--- src/rtl/fp_minmax_cmp_pipe_if.sv ---
// ---------------------------------------------------------------------------
// fp_minmax_cmp_pipe_if
// Request/response bundle for the floating-point min/max/compare unit.
//
// Request side  : in_valid, in_ready, in_a, in_b, in_op, in_tag
// Response side : out_valid, out_ready, out_result, out_nv, out_tag
//
// master : the client that issues operations and consumes results
// slave  : the unit that executes them
// ---------------------------------------------------------------------------
interface fp_minmax_cmp_pipe_if #(
    parameter int FLEN  = 64,
    parameter int TAG_W = 5
);
    logic             in_valid;
    logic             in_ready;
    logic [FLEN-1:0]  in_a;
    logic [FLEN-1:0]  in_b;
    logic [2:0]       in_op;
    logic [TAG_W-1:0] in_tag;

    logic             out_valid;
    logic             out_ready;
    logic [FLEN-1:0]  out_result;
    logic             out_nv;
    logic [TAG_W-1:0] out_tag;

    modport master (
        output in_valid, in_a, in_b, in_op, in_tag, out_ready,
        input  in_ready, out_valid, out_result, out_nv, out_tag
    );

    modport slave (
        input  in_valid, in_a, in_b, in_op, in_tag, out_ready,
        output in_ready, out_valid, out_result, out_nv, out_tag
    );
endinterface

--- src/rtl/fp_minmax_cmp_pipe.sv ---
// ---------------------------------------------------------------------------
// fp_minmax_cmp_pipe
// Pipelined IEEE-754 FMIN / FMAX / FEQ / FLT / FLE unit with RISC-V NaN and
// signed-zero semantics and the NV exception flag. Width is set by EXP_W and
// MAN_W; the pipeline is LAT register stages deep (1..4) with a valid/ready
// elastic handshake and a tag that rides along with each operation.
//
// Ports
//   clk    : clock, rising edge
//   rst_n  : asynchronous active-low reset
//   bus    : fp_minmax_cmp_pipe_if.slave
//            in_valid/in_ready/in_a/in_b/in_op/in_tag   request
//            out_valid/out_ready/out_result/out_nv/out_tag response
//   in_op  : 0 MIN, 1 MAX, 2 FEQ, 3 FLT, 4 FLE, 5-7 reserved (result 0, nv 0)
// ---------------------------------------------------------------------------
module fp_minmax_cmp_pipe #(
    parameter int EXP_W = 11,
    parameter int MAN_W = 52,
    parameter int LAT   = 2,
    parameter int TAG_W = 5
) (
    input  logic                clk,
    input  logic                rst_n,
    fp_minmax_cmp_pipe_if.slave bus
);
    localparam int FLEN = 1 + EXP_W + MAN_W;

    // Canonical quiet NaN: positive, exponent all ones, only the quiet bit set.
    localparam logic [FLEN-1:0] CANON_NAN =
        {1'b0, {EXP_W{1'b1}}, 1'b1, {(MAN_W-1){1'b0}}};

    typedef enum logic [2:0] {
        OP_MIN = 3'd0,
        OP_MAX = 3'd1,
        OP_FEQ = 3'd2,
        OP_FLT = 3'd3,
        OP_FLE = 3'd4
    } op_e;

    // ---------------- operand classification ----------------
    logic             a_sign, b_sign;
    logic [EXP_W-1:0] a_exp, b_exp;
    logic [MAN_W-1:0] a_man, b_man;
    logic [FLEN-2:0]  a_mag, b_mag;
    logic             a_nan, b_nan, a_snan, b_snan, a_zero, b_zero;
    logic             any_nan, any_snan, both_zero, raw_eq, a_lt_b;
    logic             feq_bit, flt_bit, fle_bit;

    assign a_sign = bus.in_a[FLEN-1];
    assign b_sign = bus.in_b[FLEN-1];
    assign a_exp  = bus.in_a[FLEN-2:MAN_W];
    assign b_exp  = bus.in_b[FLEN-2:MAN_W];
    assign a_man  = bus.in_a[MAN_W-1:0];
    assign b_man  = bus.in_b[MAN_W-1:0];
    assign a_mag  = bus.in_a[FLEN-2:0];
    assign b_mag  = bus.in_b[FLEN-2:0];

    assign a_nan  = (&a_exp) && (|a_man);
    assign b_nan  = (&b_exp) && (|b_man);
    assign a_snan = a_nan && !a_man[MAN_W-1];
    assign b_snan = b_nan && !b_man[MAN_W-1];
    assign a_zero = (a_exp == '0) && (a_man == '0);
    assign b_zero = (b_exp == '0) && (b_man == '0);

    assign any_nan   = a_nan || b_nan;
    assign any_snan  = a_snan || b_snan;
    assign both_zero = a_zero && b_zero;
    assign raw_eq    = (bus.in_a == bus.in_b);

    // Sign-magnitude ordering on raw bits. With differing signs the negative
    // operand is smaller, which also makes -0 < +0 as MIN/MAX require. For two
    // negatives the larger magnitude is the smaller number.
    assign a_lt_b = (a_sign != b_sign) ? a_sign :
                    (a_sign ? (a_mag > b_mag) : (a_mag < b_mag));

    // Compares treat the two zeros as equal, so the zero case is patched in
    // on top of the raw ordering.
    assign feq_bit = !any_nan && (raw_eq || both_zero);
    assign flt_bit = !any_nan && !both_zero && a_lt_b;
    assign fle_bit = !any_nan && (raw_eq || both_zero || a_lt_b);

    // ---------------- stage 0 result selection ----------------
    logic [FLEN-1:0] s0_result;
    logic            s0_nv;

    // Pick the result and NV flag for the requested op. MIN/MAX drop a single
    // NaN in favour of the other operand; FLT/FLE signal on any NaN while
    // MIN/MAX/FEQ signal only on a signaling NaN. Reserved ops give zero.
    always_comb begin
        s0_result = '0;
        s0_nv     = 1'b0;
        case (bus.in_op)
            OP_MIN: begin
                s0_nv = any_snan;
                if (a_nan && b_nan)  s0_result = CANON_NAN;
                else if (a_nan)      s0_result = bus.in_b;
                else if (b_nan)      s0_result = bus.in_a;
                else                 s0_result = a_lt_b ? bus.in_a : bus.in_b;
            end
            OP_MAX: begin
                s0_nv = any_snan;
                if (a_nan && b_nan)  s0_result = CANON_NAN;
                else if (a_nan)      s0_result = bus.in_b;
                else if (b_nan)      s0_result = bus.in_a;
                else                 s0_result = a_lt_b ? bus.in_b : bus.in_a;
            end
            OP_FEQ: begin
                s0_nv     = any_snan;
                s0_result = {{(FLEN-1){1'b0}}, feq_bit};
            end
            OP_FLT: begin
                s0_nv     = any_nan;
                s0_result = {{(FLEN-1){1'b0}}, flt_bit};
            end
            OP_FLE: begin
                s0_nv     = any_nan;
                s0_result = {{(FLEN-1){1'b0}}, fle_bit};
            end
            default: begin
                s0_nv     = 1'b0;
                s0_result = '0;
            end
        endcase
    end

    // ---------------- elastic pipeline ----------------
    logic [LAT-1:0]   valid_q;
    logic [LAT-1:0]   nv_q;
    logic [LAT-1:0]   load;
    logic [FLEN-1:0]  result_q [LAT];
    logic [TAG_W-1:0] tag_q    [LAT];

    // A stage may load when the consumer takes the last stage this cycle or
    // when any stage from here to the output is empty (that bubble lets
    // everything in front of it shift). Written in closed form so there is
    // no ripple through the load vector itself.
    always_comb begin
        load = '0;
        for (int k = 0; k < LAT; k++) begin
            load[k] = bus.out_ready || ((valid_q >> k) != ({LAT{1'b1}} >> k));
        end
    end

    // Stage 0 captures the freshly computed result; later stages are plain
    // delay registers that only move when their load enable is high, which is
    // what keeps the output frozen while the consumer stalls.
    always_ff @(posedge clk or negedge rst_n) begin
        if (!rst_n) begin
            valid_q <= '0;
            nv_q    <= '0;
            for (int k = 0; k < LAT; k++) begin
                result_q[k] <= '0;
                tag_q[k]    <= '0;
            end
        end else begin
            if (load[0]) begin
                valid_q[0]  <= bus.in_valid;
                nv_q[0]     <= s0_nv;
                result_q[0] <= s0_result;
                tag_q[0]    <= bus.in_tag;
            end
            for (int k = 1; k < LAT; k++) begin
                if (load[k]) begin
                    valid_q[k]  <= valid_q[k-1];
                    nv_q[k]     <= nv_q[k-1];
                    result_q[k] <= result_q[k-1];
                    tag_q[k]    <= tag_q[k-1];
                end
            end
        end
    end

    assign bus.in_ready   = load[0];
    assign bus.out_valid  = valid_q[LAT-1];
    assign bus.out_nv     = nv_q[LAT-1];
    assign bus.out_result = result_q[LAT-1];
    assign bus.out_tag    = tag_q[LAT-1];

endmodule

--- src/flat_wrapper.sv ---
// flat-port wrapper written by rule: the top's interface ports become plain ports
module fp_minmax_cmp_pipe_flat 
#(
    parameter int EXP_W = 11,
    parameter int MAN_W = 52,
    parameter int LAT   = 2,
    parameter int TAG_W = 5
)
  (clk, rst_n, bus_in_valid, bus_in_a, bus_in_b, bus_in_op, bus_in_tag, bus_out_ready, bus_in_ready, bus_out_valid, bus_out_result, bus_out_nv, bus_out_tag);
  fp_minmax_cmp_pipe_if #(.FLEN(64), .TAG_W(TAG_W)) bus_i ();
  input  logic clk;
  input  logic rst_n;
  input wire logic [$bits(bus_i.in_valid)-1:0] bus_in_valid;
  input wire logic [$bits(bus_i.in_a)-1:0] bus_in_a;
  input wire logic [$bits(bus_i.in_b)-1:0] bus_in_b;
  input wire logic [$bits(bus_i.in_op)-1:0] bus_in_op;
  input wire logic [$bits(bus_i.in_tag)-1:0] bus_in_tag;
  input wire logic [$bits(bus_i.out_ready)-1:0] bus_out_ready;
  output wire logic [$bits(bus_i.in_ready)-1:0] bus_in_ready;
  output wire logic [$bits(bus_i.out_valid)-1:0] bus_out_valid;
  output wire logic [$bits(bus_i.out_result)-1:0] bus_out_result;
  output wire logic [$bits(bus_i.out_nv)-1:0] bus_out_nv;
  output wire logic [$bits(bus_i.out_tag)-1:0] bus_out_tag;
  assign bus_i.in_valid = bus_in_valid;
  assign bus_i.in_a = bus_in_a;
  assign bus_i.in_b = bus_in_b;
  assign bus_i.in_op = bus_in_op;
  assign bus_i.in_tag = bus_in_tag;
  assign bus_i.out_ready = bus_out_ready;
  assign bus_in_ready = bus_i.in_ready;
  assign bus_out_valid = bus_i.out_valid;
  assign bus_out_result = bus_i.out_result;
  assign bus_out_nv = bus_i.out_nv;
  assign bus_out_tag = bus_i.out_tag;
  fp_minmax_cmp_pipe #(.EXP_W(EXP_W), .MAN_W(MAN_W), .LAT(LAT), .TAG_W(TAG_W)) u_core (.clk(clk), .rst_n(rst_n), .bus(bus_i));
endmodule
--- config.mk ---
export PLATFORM = sky130hd
export DESIGN_NAME = fp_minmax_cmp_pipe_flat
export DESIGN_NICKNAME = d
export VERILOG_FILES = /design/src/rtl/fp_minmax_cmp_pipe_if.sv /design/src/rtl/fp_minmax_cmp_pipe.sv /design/src/flat_wrapper.sv
export SDC_FILE = /design/constraint.sdc
export NUM_CORES = 1
export LEC_CHECK = 0
export CAP_MARGIN = 15
export CORE_MARGIN = 5
export CORE_UTILIZATION = 30
export DETAILED_ROUTE_END_ITERATION = 8
export SYNTH_ARGS = -nofsm -noshare
export SYNTH_HDL_FRONTEND = slang
export SYNTH_SLANG_ARGS = --single-unit
--- constraint.sdc ---
create_clock -name clk -period 2.08 [get_ports clk]
set_clock_uncertainty 0.05 [all_clocks]
set_input_delay 0.416 -clock clk [delete_from_list [all_inputs] [get_ports clk]]
set_output_delay 0.416 -clock clk [all_outputs]
set_load 0.05 [all_outputs]
== Yosys cells after proc, flatten, opt, wreduce, memory -nomap -nowiden ==
Cells that the tools add are included.

* Reductions and logical operators: 33
* Div/mod/pow operators: 0
* Add/sub/neg operators: 0
* Bitwise gates (word level): 1
* Multiplexer cells: 12
* Shift operators: 0
* $mul: 0
* Magnitude comparators: 2
* Equality and inequality tests: 7

{| class="wikitable"
|+ Operators by type and width
! operator !! number
|-
| 2-to-1 mux 64 bit || 8
|-
| case mux 64 bit (5 select lines) || 1
|-
| logical NOT 52 bit || 2
|-
| OR reduction 52 bit || 2
|-
| == test 64 bit || 1
|-
| greater-than comparator 63 bit || 1
|-
| less-than comparator 63 bit || 1
|-
| logical NOT 11 bit || 2
|-
| AND reduction 11 bit || 2
|-
| logical AND 1 bit || 12
|-
| == test 3 x 2 -> 1 bit, second input constant || 2
|-
| logical OR 1 bit || 6
|-
| logical NOT 1 bit || 4
|-
| == test 3 x 1 -> 1 bit, second input constant || 1
|-
| == test 3 bit, second input constant || 1
|-
| logical NOT 3 bit || 1
|-
| OR reduction 3 bit || 1
|-
| 2-to-1 mux 1 bit || 2
|-
| inequality test 2 bit, second input constant || 1
|-
| case mux 1 bit (2 select lines) || 1
|-
| OR reduction 2 bit || 1
|-
| inequality test 1 bit || 1
|-
| inverter 1 bit || 1
|}

* Register bits: 142
* Output and inout port bits: 72
* Word-level logic and storage cells: 63
* Latch bits: 0
* RAM bits: 0
* Bits in read-only memories: 0
* Bits of input ports: 140
* Memories kept: 0

== Longest topological paths before layout ==
* Depth after elaboration: 8
* Mapped depth: 14
* Gate-level depth less buffers: 11

== Worst setup path after synthesis ==
No wires, ideal clock.

* Kind: input port to flip-flop
* Start point: input bus_in_b[61]
* End point: register u_core.result_q[82] (netlist name)
* Stages: 12
* Setup slack: -826 ps
* Setup time: 128 ps
* Path buffers: 1
* Required time: 1,902 ps
* Arrival: 2,728 ps
* Cells stage by stage: inv_1 ha_1 nand4_4 nor3_2 a2111oi_4 nand3_1 nor4_1 nor4b_2 mux2_4 nor2_4 buf_6 o211ai_2

* Cells in the longest elaborated chain, start to end: 8

{| class="wikitable"
|+ RTL lines
! element !! RTL line !! RTL
|-
| start, declared || flat_wrapper.sv:15 || <nowiki>input wire logic [$bits(bus_i.in_b)-1:0] bus_in_b;</nowiki>
|-
| less-than comparator 63 bit or greater-than comparator 63 bit (tied branches) || fp_minmax_cmp_pipe.sv:74 || <nowiki>(a_sign ? (a_mag > b_mag) : (a_mag < b_mag));</nowiki>
|-
| 2-to-1 mux 1 bit || fp_minmax_cmp_pipe.sv:74 ||
|-
| 2-to-1 mux 1 bit || fp_minmax_cmp_pipe.sv:73 || <nowiki>assign a_lt_b = (a_sign != b_sign) ? a_sign :</nowiki>
|-
| 2-to-1 mux 64 bit (on tied branches) || fp_minmax_cmp_pipe.sv:105, fp_minmax_cmp_pipe.sv:98 ||
|-
| 2-to-1 mux 64 bit (on tied branches) || fp_minmax_cmp_pipe.sv:104, fp_minmax_cmp_pipe.sv:97 ||
|-
| 2-to-1 mux 64 bit (on tied branches) || fp_minmax_cmp_pipe.sv:103, fp_minmax_cmp_pipe.sv:96 ||
|-
| 2-to-1 mux 64 bit (on tied branches) || fp_minmax_cmp_pipe.sv:102, fp_minmax_cmp_pipe.sv:95 ||
|-
| case mux 64 bit (5 select lines) (*) || fp_minmax_cmp_pipe.sv:92 || <nowiki>case (bus.in_op)</nowiki>
|-
| end signal, assigned by index || fp_minmax_cmp_pipe.sv:166 || <nowiki>result_q[k] <= result_q[k-1];</nowiki>
|-
| end, declared || fp_minmax_cmp_pipe.sv:130 || <nowiki>logic [FLEN-1:0] result_q [LAT];</nowiki>
|}

Every way passes the cells marked *; elsewhere a longest branch is shown, timed or not.
A chain may end at the register's enable or synchronous reset.

== Worst setup path in the final report ==
* Start point: input bus_in_a[40]
* End point: register u_core.result_q[116] (netlist name)

* Cells in the longest elaborated chain, start to end: 8

{| class="wikitable"
|+ RTL lines
! element !! RTL line !! RTL
|-
| start, declared || flat_wrapper.sv:14 || <nowiki>input wire logic [$bits(bus_i.in_a)-1:0] bus_in_a;</nowiki>
|-
| less-than comparator 63 bit or greater-than comparator 63 bit (tied branches) || fp_minmax_cmp_pipe.sv:74 ||
|-
| 2-to-1 mux 1 bit || fp_minmax_cmp_pipe.sv:74 ||
|-
| 2-to-1 mux 1 bit || fp_minmax_cmp_pipe.sv:73 ||
|-
| 2-to-1 mux 64 bit (on tied branches) || fp_minmax_cmp_pipe.sv:105, fp_minmax_cmp_pipe.sv:98 ||
|-
| 2-to-1 mux 64 bit (on tied branches) || fp_minmax_cmp_pipe.sv:104, fp_minmax_cmp_pipe.sv:97 ||
|-
| 2-to-1 mux 64 bit (on tied branches) || fp_minmax_cmp_pipe.sv:103, fp_minmax_cmp_pipe.sv:96 ||
|-
| 2-to-1 mux 64 bit (on tied branches) || fp_minmax_cmp_pipe.sv:102, fp_minmax_cmp_pipe.sv:95 ||
|-
| case mux 64 bit (5 select lines) (*) || fp_minmax_cmp_pipe.sv:92 ||
|}

Marks and branches as above.

==> impl_metrics.json <==
{
  "critPathArrivalTime_ps": 3100,
  "cp_common_cell": "buf_4",
  "power_uw": 9470,
  "cts-htree-levels": 4,
  "clock_tree.buffer_depth": 2,
  "gp_congestion": 0.855,
  "dr.pass1.iters": 7,
  "setup_tns_ps": -44690,
  "coreArea_um2": 29700,
  "yosys.area.top_type": "dfrtp_1",
  "die_area_um2": 33700,
  "drc": 0,
  "clk_latency_ps": 420,
  "grt_max_degree": 72,
  "r2r_slack_ps": 350,
  "syn_nets": 1287,
  "most-common-layout-cells": "nand2_1, buf_4, dfrtp_1",
  "path_class": "in -> reg",
  "clock-root-buffer": "clkbuf_16",
  "tightestPinTransition_ps": 843,
  "netlist.area_leader.share_pct": 39.3,
  "grt_pass1_wl_um": 55100,
  "cellPowerDensity_nw_per_um2": 625,
  "place_hpwl_um": 25500,
  "max_stage_delay_ps": 420,
  "syn_avg_cell_area_um2": 8.37,
  "drt_iter0_drc": 683,
  "fmax_mhz": 351,
  "power.leakage_uw": 0.00741,
  "port_buffers": 211,
  "cp_cell_sequence": "clkdlybuf4s15_2, ha_4, nand4_1, inv_1, a221oi_2, buf_4, o22ai_4, nor4_4, nor4b_4, buf_4, mux2i_4, buf_6, buf_12, a211oi_2, a221o_2",
  "utilization_pct": 51.0,
  "yosysSeqAreaShare_pct": 39.3,
  "netlist_instances": 1082,
  "die_y_um": 184,
  "vias_per_cell": 5.10,
  "totalWireLength_um": 36300,
  "place_ws_ps": -1790,
  "nNetsFinal": 1662,
  "syn_area_um2": 9050,
  "synth_cell_types": 54,
  "io-pin-count": 212,
  "gr-usage-all-layers_pct": 20.7,
  "vias": 9497,
  "fin_crit_ps": 2850,
  "synth_top_flop_cell": "dfrtp_1",
  "drtAntennaViolNets": 0,
  "cp_max_fo": 8,
  "drv_slew": 0,
  "hold_violations": 0,
  "synth-seq-cells": 142,
  "required_ps": 2330,
  "final_common_cell": "nand2_1",
  "rows": 63,
  "drv_cap": 0,
  "ir_drop_v": 0.000557,
  "areaGrowthSynthToFinish_pct": 67.5,
  "worst_slack_ps": -771,
  "end_kind": "register",
  "path_clk_slew_ps": 60,
  "synth_edf_count": 0,
  "yosys-top-cells-area": "dfrtp_1, nand2_1, ha_1",
  "setup_viol": 65,
  "fin_crit_sh_pct": 137,
  "grt_antenna_before_repair": 4,
  "die_w_um": 184,
  "ys_warn_count": 0,
  "cts.sinks": 142,
  "hold_slack_ps": 280,
  "maxSlewHeadroom_pct": 43.8,
  "status": "complete, but fails checks",
  "layout-drive-gt1-share_pct": 45.0,
  "rsz0062_at_grt": "true",
  "grt_pass1_vias": 9798,
  "gr-total-overflow": 0,
  "hold_path_class": "in -> reg",
  "cts_tree": "yes",
  "async_reset_ff_share_pct": 100,
  "cts_made_buffers": 17,
  "crit_slowest_cell": "nor4_4",
  "violations": "setup timing",
  "cp-start-kind": "input port",
  "initial_utilization_pct": 30.5,
  "wl_per_cell_um": 19.5
}
## Yosys cell counts (all sizes together), types with 2 or more instances
library cell / count
nand2: 346
dfrtp: 142
buf: 90
inv: 73
nand4: 71
ha: 65
o211ai: 51
nor4: 38
clkbuf: 37
a21oi: 30
nor2: 19
nand3: 18
o21ai: 16
a211oi: 15
and3: 13
a221o: 11
nor3: 8
nand2b: 4
or4: 4
a21boi: 3
a221oi: 3
o31ai: 3
a22oi: 2
a31oi: 2
## cell families after synthesis
kind of cell | Yosys count | synth area share (%)
AOI/OAI and AO/OA | 145 | 12.0
adders and majority gates | 65 | 8.98
buffers and inverters | 202 | 12.3
DFF | 142 | 39.3
muxes | 2 | 0.415
and+or+nand+nor | 526 | 27.0
## per-layer routing
layer  routed length, um  GRT usage, %
met4                1010          7.04
met5                  19             0
met1               15100          26.5
met3                2260          4.59
met2               17900          34.7
## path summary, 6_finish.rpt
kind / start / end / cells past startpoint
worst min register to register: u_core.bus.out_result[8] / u_core.bus.out_result[8] / 2
worst max register to register: u_core.valid_q[1] / u_core.result_q[75] / 9
min in group asynchronous: rst_n / u_core.bus.out_tag[3] / 2
max in group asynchronous: rst_n / u_core.result_q[95] / 3
worst min-delay path: bus_in_b[6] / u_core.result_q[70] / 3
worst max-delay path: bus_in_a[40] / u_core.result_q[116] / 15
## critical path, delay by kind of cell
family	cells	cell delay, ps
adders and majority gates	1	240
muxes	1	150
buffers and inverters	6	890
and+or+nand+nor	3	680
AOI/OAI and AO/OA	4	700
## repair_timing
action,CTS,global route
hold endpoints to repair,35,0
hold buffers,1,0
buffers inserted,38,13
resized for setup,640,139
pin swaps,104,67
setup endpoints to repair,83,90
gates cloned,4,4
## report_power, final
part / switching (uW) / internal (uW)
sequential: 158 / 3030
combinational: 1880 / 1420
clock: 1330 / 1650
total: 3370 / 6100
## flip-flops by register name, indices dropped and copies added, names as in the netlist
name                   flops
u_core.bus.out_result     64
u_core.bus.out_tag         5
u_core.result_q           64
u_core.tag_q               5
u_core.nv_q                2
u_core.valid_q             2
## per-stage QoR
step / cell area (um2) / cells
6_report: 15200 / 1862
5_1_grt: 15200 / 1862
4_1_cts: 14700 / 1845
3_5_place_dp: 13100 / 1771
3_3_place_gp: 13100 / 1771
2_1_floorplan: 9510 / 1082
## area by class of cell
cell class,count,area [um2]
multi-input combinational,738,5810
sequential,142,3550
antenna,2,5.00
clock inverter,12,100
timing repair buffer,485,4410
clock buffer,20,467
tap,390,488
inverter,73,322
fill,2698,14600
(Power assumes the default switching activity.)
==> variant 1: new RTL, same settings <==
Make the reset (`rst_n`) synchronous in one clocked block. Comments in the files are not updated.
--- a/src/rtl/fp_minmax_cmp_pipe.sv
+++ b/src/rtl/fp_minmax_cmp_pipe.sv
@@ -146,3 +146,3 @@
     // what keeps the output frozen while the consumer stalls.
-    always_ff @(posedge clk or negedge rst_n) begin
+    always_ff @(posedge clk) begin
         if (!rst_n) begin
Function: differs if rst_n is asserted again (counterexample within 4 cycles, from zero or initial values and one cycle with rst_n low); with rst_n held inactive, the same outputs for 4 cycles.
==> variant 1 against the original RTL <==
The flow still finishes with violations (setup timing); sequential cell count unchanged; synthesized cell count down 20%; combinational power down 28%; first-iteration DRC count down 3.4%; area after synthesis down 3.6%; wire length down 7.6%; power down 7.5%; worst setup slack worse by 0.34 ns; die area down 3.4%; final cell count down 12%; register-to-register slack worse by 0.10 ns; final area down 0.40%; critical path type unchanged.
==> variant 1: results (changes against the original RTL) <==
metric,value,unit,change
placed_cell_area,12500,µm²,was 13100 µm²
syn_inst,866,,was 1082
timing.slew.headroom,64.2,%,was 43.8%
finalSetupTns,-66.02,ns,was -44.69 ns
critical_path_arrival,3.41,ns,was 3.10 ns
worstPathMaxFanout,6,,was 8
slowest_delay,0.31,ns,was 0.42 ns
grt_max_degree,64,,was 72
synth_seq_area_share,48.4,%,was 39.3%
synth_area_leaders,"edfxtp_1 48%, ha_1 9.3%, buf_4 5.9%",,"was dfrtp_1 39%, nand2_1 14%, ha_1 9.0%"
grt.met1_usage,23.5,%,was 26.5%
slowest_stage,a211oi_4,,was nor4_4
hpwl,23.2,mm,was 25.5 mm
yosysUniqueCellTypes,48,,was 54
layout_setup_ws,-1.11,ns,was -0.771 ns
grt_pass1_wl,48.1,mm,was 55.1 mm
leakage,0.00639,µW,was 0.00741 µW
violations,setup timing,,unchanged
cts_resized,541,,was 640
wl_per_cell,20.5,µm,was 19.5 µm
setup_viol,65,,unchanged
routabilityCongestion,0.942,,was 0.855
synth_top_cells_by_count,"138 x edfxtp_1, 89 x a21oi_1, 79 x nand3_1",,"was 346 x nand2_1, 142 x dfrtp_1, 74 x buf_4"
synth_top_flop_cell,edfxtp_1,,was dfrtp_1
track_usage,18.9,%,was 20.7%
finish.net_count,1438,,was 1662
grt_pass1_vias,8421,,was 9798
outcome,"complete, but fails checks",,unchanged
variant 1: cell count changes after synthesis, sizes merged, moves of 11 or more:
cell | unedited run | this run
o21ai | 16 | 71
edfxtp | 0 | 138
a21oi | 30 | 89
nand4 | 71 | 18
dfrtp | 142 | 0
a221o | 11 | 0
nand3 | 18 | 79
o211ai | 51 | 4
nand2 | 346 | 31
buf | 90 | 78
and3 | 13 | 74
variant 1: path summary, 6_finish.rpt:
kind | from | endpoint | slack [ns] | cells past startpoint
min reg2reg | u_core.valid_q[0] | u_core.valid_q[1] | 0.43 | 1
max | bus_in_b[60] | u_core.result_q[0][20] | -1.11 | 17
min | bus_in_b[13] | u_core.result_q[0][13] | 0.36 | 3
max reg2reg | u_core.valid_q[1] | u_core.result_q[0][0] | 0.25 | 7
variant 1: cells by family after synthesis:
kind of cell	after synthesis	synth area share (%)
compound gates	193	12.6
fa+ha+maj	65	9.32
buf+inv	187	11.6
flops	142	48.4
mux	3	0.387
simple gates	276	17.7
variant 1: per-layer routing:
metal	part of all wire [%]	wire length (µm)
met5	0.10	34
met4	2.6	867
met3	5.3	1790
met2	51	17000
met1	41	13800
variant 1: area by class of cell:
| cell class | instances | area [µm²] |
|---|---|---|
| flip-flops and latches | 142 | 4230 |
| inverters | 68 | 267 |
| well taps | 384 | 480 |
| fillers | 2469 | 13600 |
| diodes | 3 | 7.51 |
| repair buffers | 467 | 4300 |
| clock buffers | 17 | 425 |
| multi-input cells | 537 | 5220 |
| clock inverters | 15 | 171 |
variant 1: report_power, final:
| part | switching (µW) | internal [µW] |
|---|---|---|
| registers | 35.4 | 3240 |
| logic | 1240 | 1120 |
| clock network | 1400 | 1720 |
| total | 2670 | 6090 |
==> variant 2: new RTL, same settings <==
Made on the original files. `TAG_W` is set to 5 in 3 places; all go to 7.
--- a/src/rtl/fp_minmax_cmp_pipe_if.sv
+++ b/src/rtl/fp_minmax_cmp_pipe_if.sv
@@ -12,3 +12,3 @@
     parameter int FLEN  = 64,
-    parameter int TAG_W = 5
+    parameter int TAG_W = 7
 );
--- a/src/rtl/fp_minmax_cmp_pipe.sv
+++ b/src/rtl/fp_minmax_cmp_pipe.sv
@@ -19,3 +19,3 @@
     parameter int LAT   = 2,
-    parameter int TAG_W = 5
+    parameter int TAG_W = 7
 ) (
--- a/src/flat_wrapper.sv
+++ b/src/flat_wrapper.sv
@@ -6,3 +6,3 @@
     parameter int LAT   = 2,
-    parameter int TAG_W = 5
+    parameter int TAG_W = 7
 )
Interface: changed (resized bus_in_tag and bus_out_tag); port bits go from 212 to 216. The function was not compared with the original's and may differ.
==> variant 2 against the original RTL <==
The flow still finishes with violations (setup timing); final area fell by 6.4%; worst hold slack got worse by 0.027 ns; wire length decreased by 13%; area after synthesis is 2.8% lower; worst setup slack better by 0.17 ns; power fell by 0.98%; sequential cell count grew 4; largest cell class unchanged.
==> variant 2: results (changes against the original RTL) <==
metric,value,unit,change
grt_max_degree,74,,was 72
synth_area_leaders,"dfrtp_1 42%, nand2_1 14%, ha_1 9.2%",,"was dfrtp_1 39%, nand2_1 14%, ha_1 9.0%"
r2r_cells,7,,was 9
grt_pass1_wl,48.1,mm,was 55.1 mm
layout-drive-gt1-share,40.6,%,was 45.0%
outcome,"complete, but fails checks",,unchanged
yosysUniqueCellTypes,46,,was 54
slowest_delay,0.31,ns,was 0.42 ns
wl_per_cell,18.0,µm,was 19.5 µm
slowest_stage,nor4_2,,was nor4_4
first_iter_violations,476,,was 683
worst-r2r-setup-slack,0.25,ns,was 0.35 ns
track_usage,18.6,%,was 20.7%
worst_r2r_endpoint,u_core.result_q[64],,was u_core.result_q[75]
routabilityCongestion,0.870,,was 0.855
antenna_found_initial,8,,was 4
syn_inst,1026,,was 1082
layout_setup_ws,-0.602,ns,was -0.771 ns
port_buffers,215,,was 211
violations,setup timing,,unchanged
post-cts-setup-buffers,11,,was 38
syn-num-nets,1233,,was 1287
cts_resized,486,,was 640
synth_top_cells_by_count,"325 x nand2_1, 146 x dfrtp_1, 72 x inv_1",,"was 346 x nand2_1, 142 x dfrtp_1, 74 x buf_4"
pre_cts_slack,-1.67,ns,was -1.79 ns
setup_viol,64,,was 65
[variant 2: cell count changes after synthesis, sizes merged, moves of 6 or more]
cell / before / now
a211oi: 15 / 4
a21oi: 30 / 24
a221o: 11 / 0
and3: 13 / 0
buf: 90 / 80
mux2i: 1 / 65
nand2: 346 / 325
nand4: 71 / 20
o211ai: 51 / 1
o21ai: 16 / 76
[variant 2: critical path, delay by kind of cell]
family	cells	cell delay (ns)
AOI/OAI and AO/OA	3	0.50
adders and majority gates	1	0.25
and+or+nand+nor	5	0.93
muxes	1	0.19
buffers and inverters	5	0.64
[variant 2: cell type report]
cell class | count | area, µm²
clock inverter | 13 | 151
multi-input combinational | 695 | 5350
inverter | 73 | 310
timing repair buffer | 421 | 3790
tap | 384 | 480
sequential | 146 | 3650
fill | 2725 | 14700
antenna | 6 | 15.0
clock buffer | 19 | 443
[variant 2: cells by family (layout without fill, tap and decap cells)]
group / count (synthesis) / count (layout) / synth area share, %
AOI/OAI and AO/OA: 124 / 124 / 7.96
DFF: 146 / 146 / 41.5
other: 0 / 6 / 0
muxes: 65 / 65 / 7.39
buffers and inverters: 185 / 526 / 12.0
and+or+nand+nor: 440 / 440 / 21.8
xor gates and xnor gates: 1 / 1 / 0.0995
adders and majority gates: 65 / 65 / 9.24
[variant 2: worst min path at each step]
stage / start / endpoint / slack, ns / cells past startpoint
3_3_place_gp: rst_n / u_core.bus.out_result[34] / 0.31 / 1
3_5_place_dp: rst_n / u_core.bus.out_result[34] / 0.31 / 1
5_1_grt: bus_in_b[40] / u_core.result_q[104] / 0.24 / 3
6_report: bus_in_b[40] / u_core.result_q[104] / 0.25 / 3
2_1_floorplan: rst_n / u_core.bus.out_result[0] / 0.07 / 0
4_1_cts: bus_in_b[42] / u_core.result_q[106] / 0.24 / 3
[variant 2: power by group through the flow]
stage | Clock, µW | Sequential, µW | Combinational, µW
after floorplan | 0 | 3240 | 1600
after global placement | 0 | 3280 | 2560
after detailed placement | 0 | 3280 | 2590
after CTS | 3250 | 3230 | 2800
after global routing | 3380 | 3260 | 3180
final | 3180 | 3230 | 2970
[variant 2: through the flow]
stage	hold slack [ns]	total power (µW)
after detailed placement	0.315	5870
after global routing	0.237	9830
after floorplan	0.0704	4840
after CTS	0.239	9280
final	0.252	9380
after global placement	0.313	5840
[variant 2: routing by layer]
| metal | wire (µm) | global-route usage, % | vias to the layer above |
|---|---|---|---|
| met4 | 826 | 6.51 | 4 |
| met1 | 14000 | 24.1 | 3977 |
| met2 | 15600 | 31.3 | 193 |
| li1 | - | - | 4039 |
| met5 | 21 | 0 | - |
| met3 | 1240 | 3.38 | 48 |
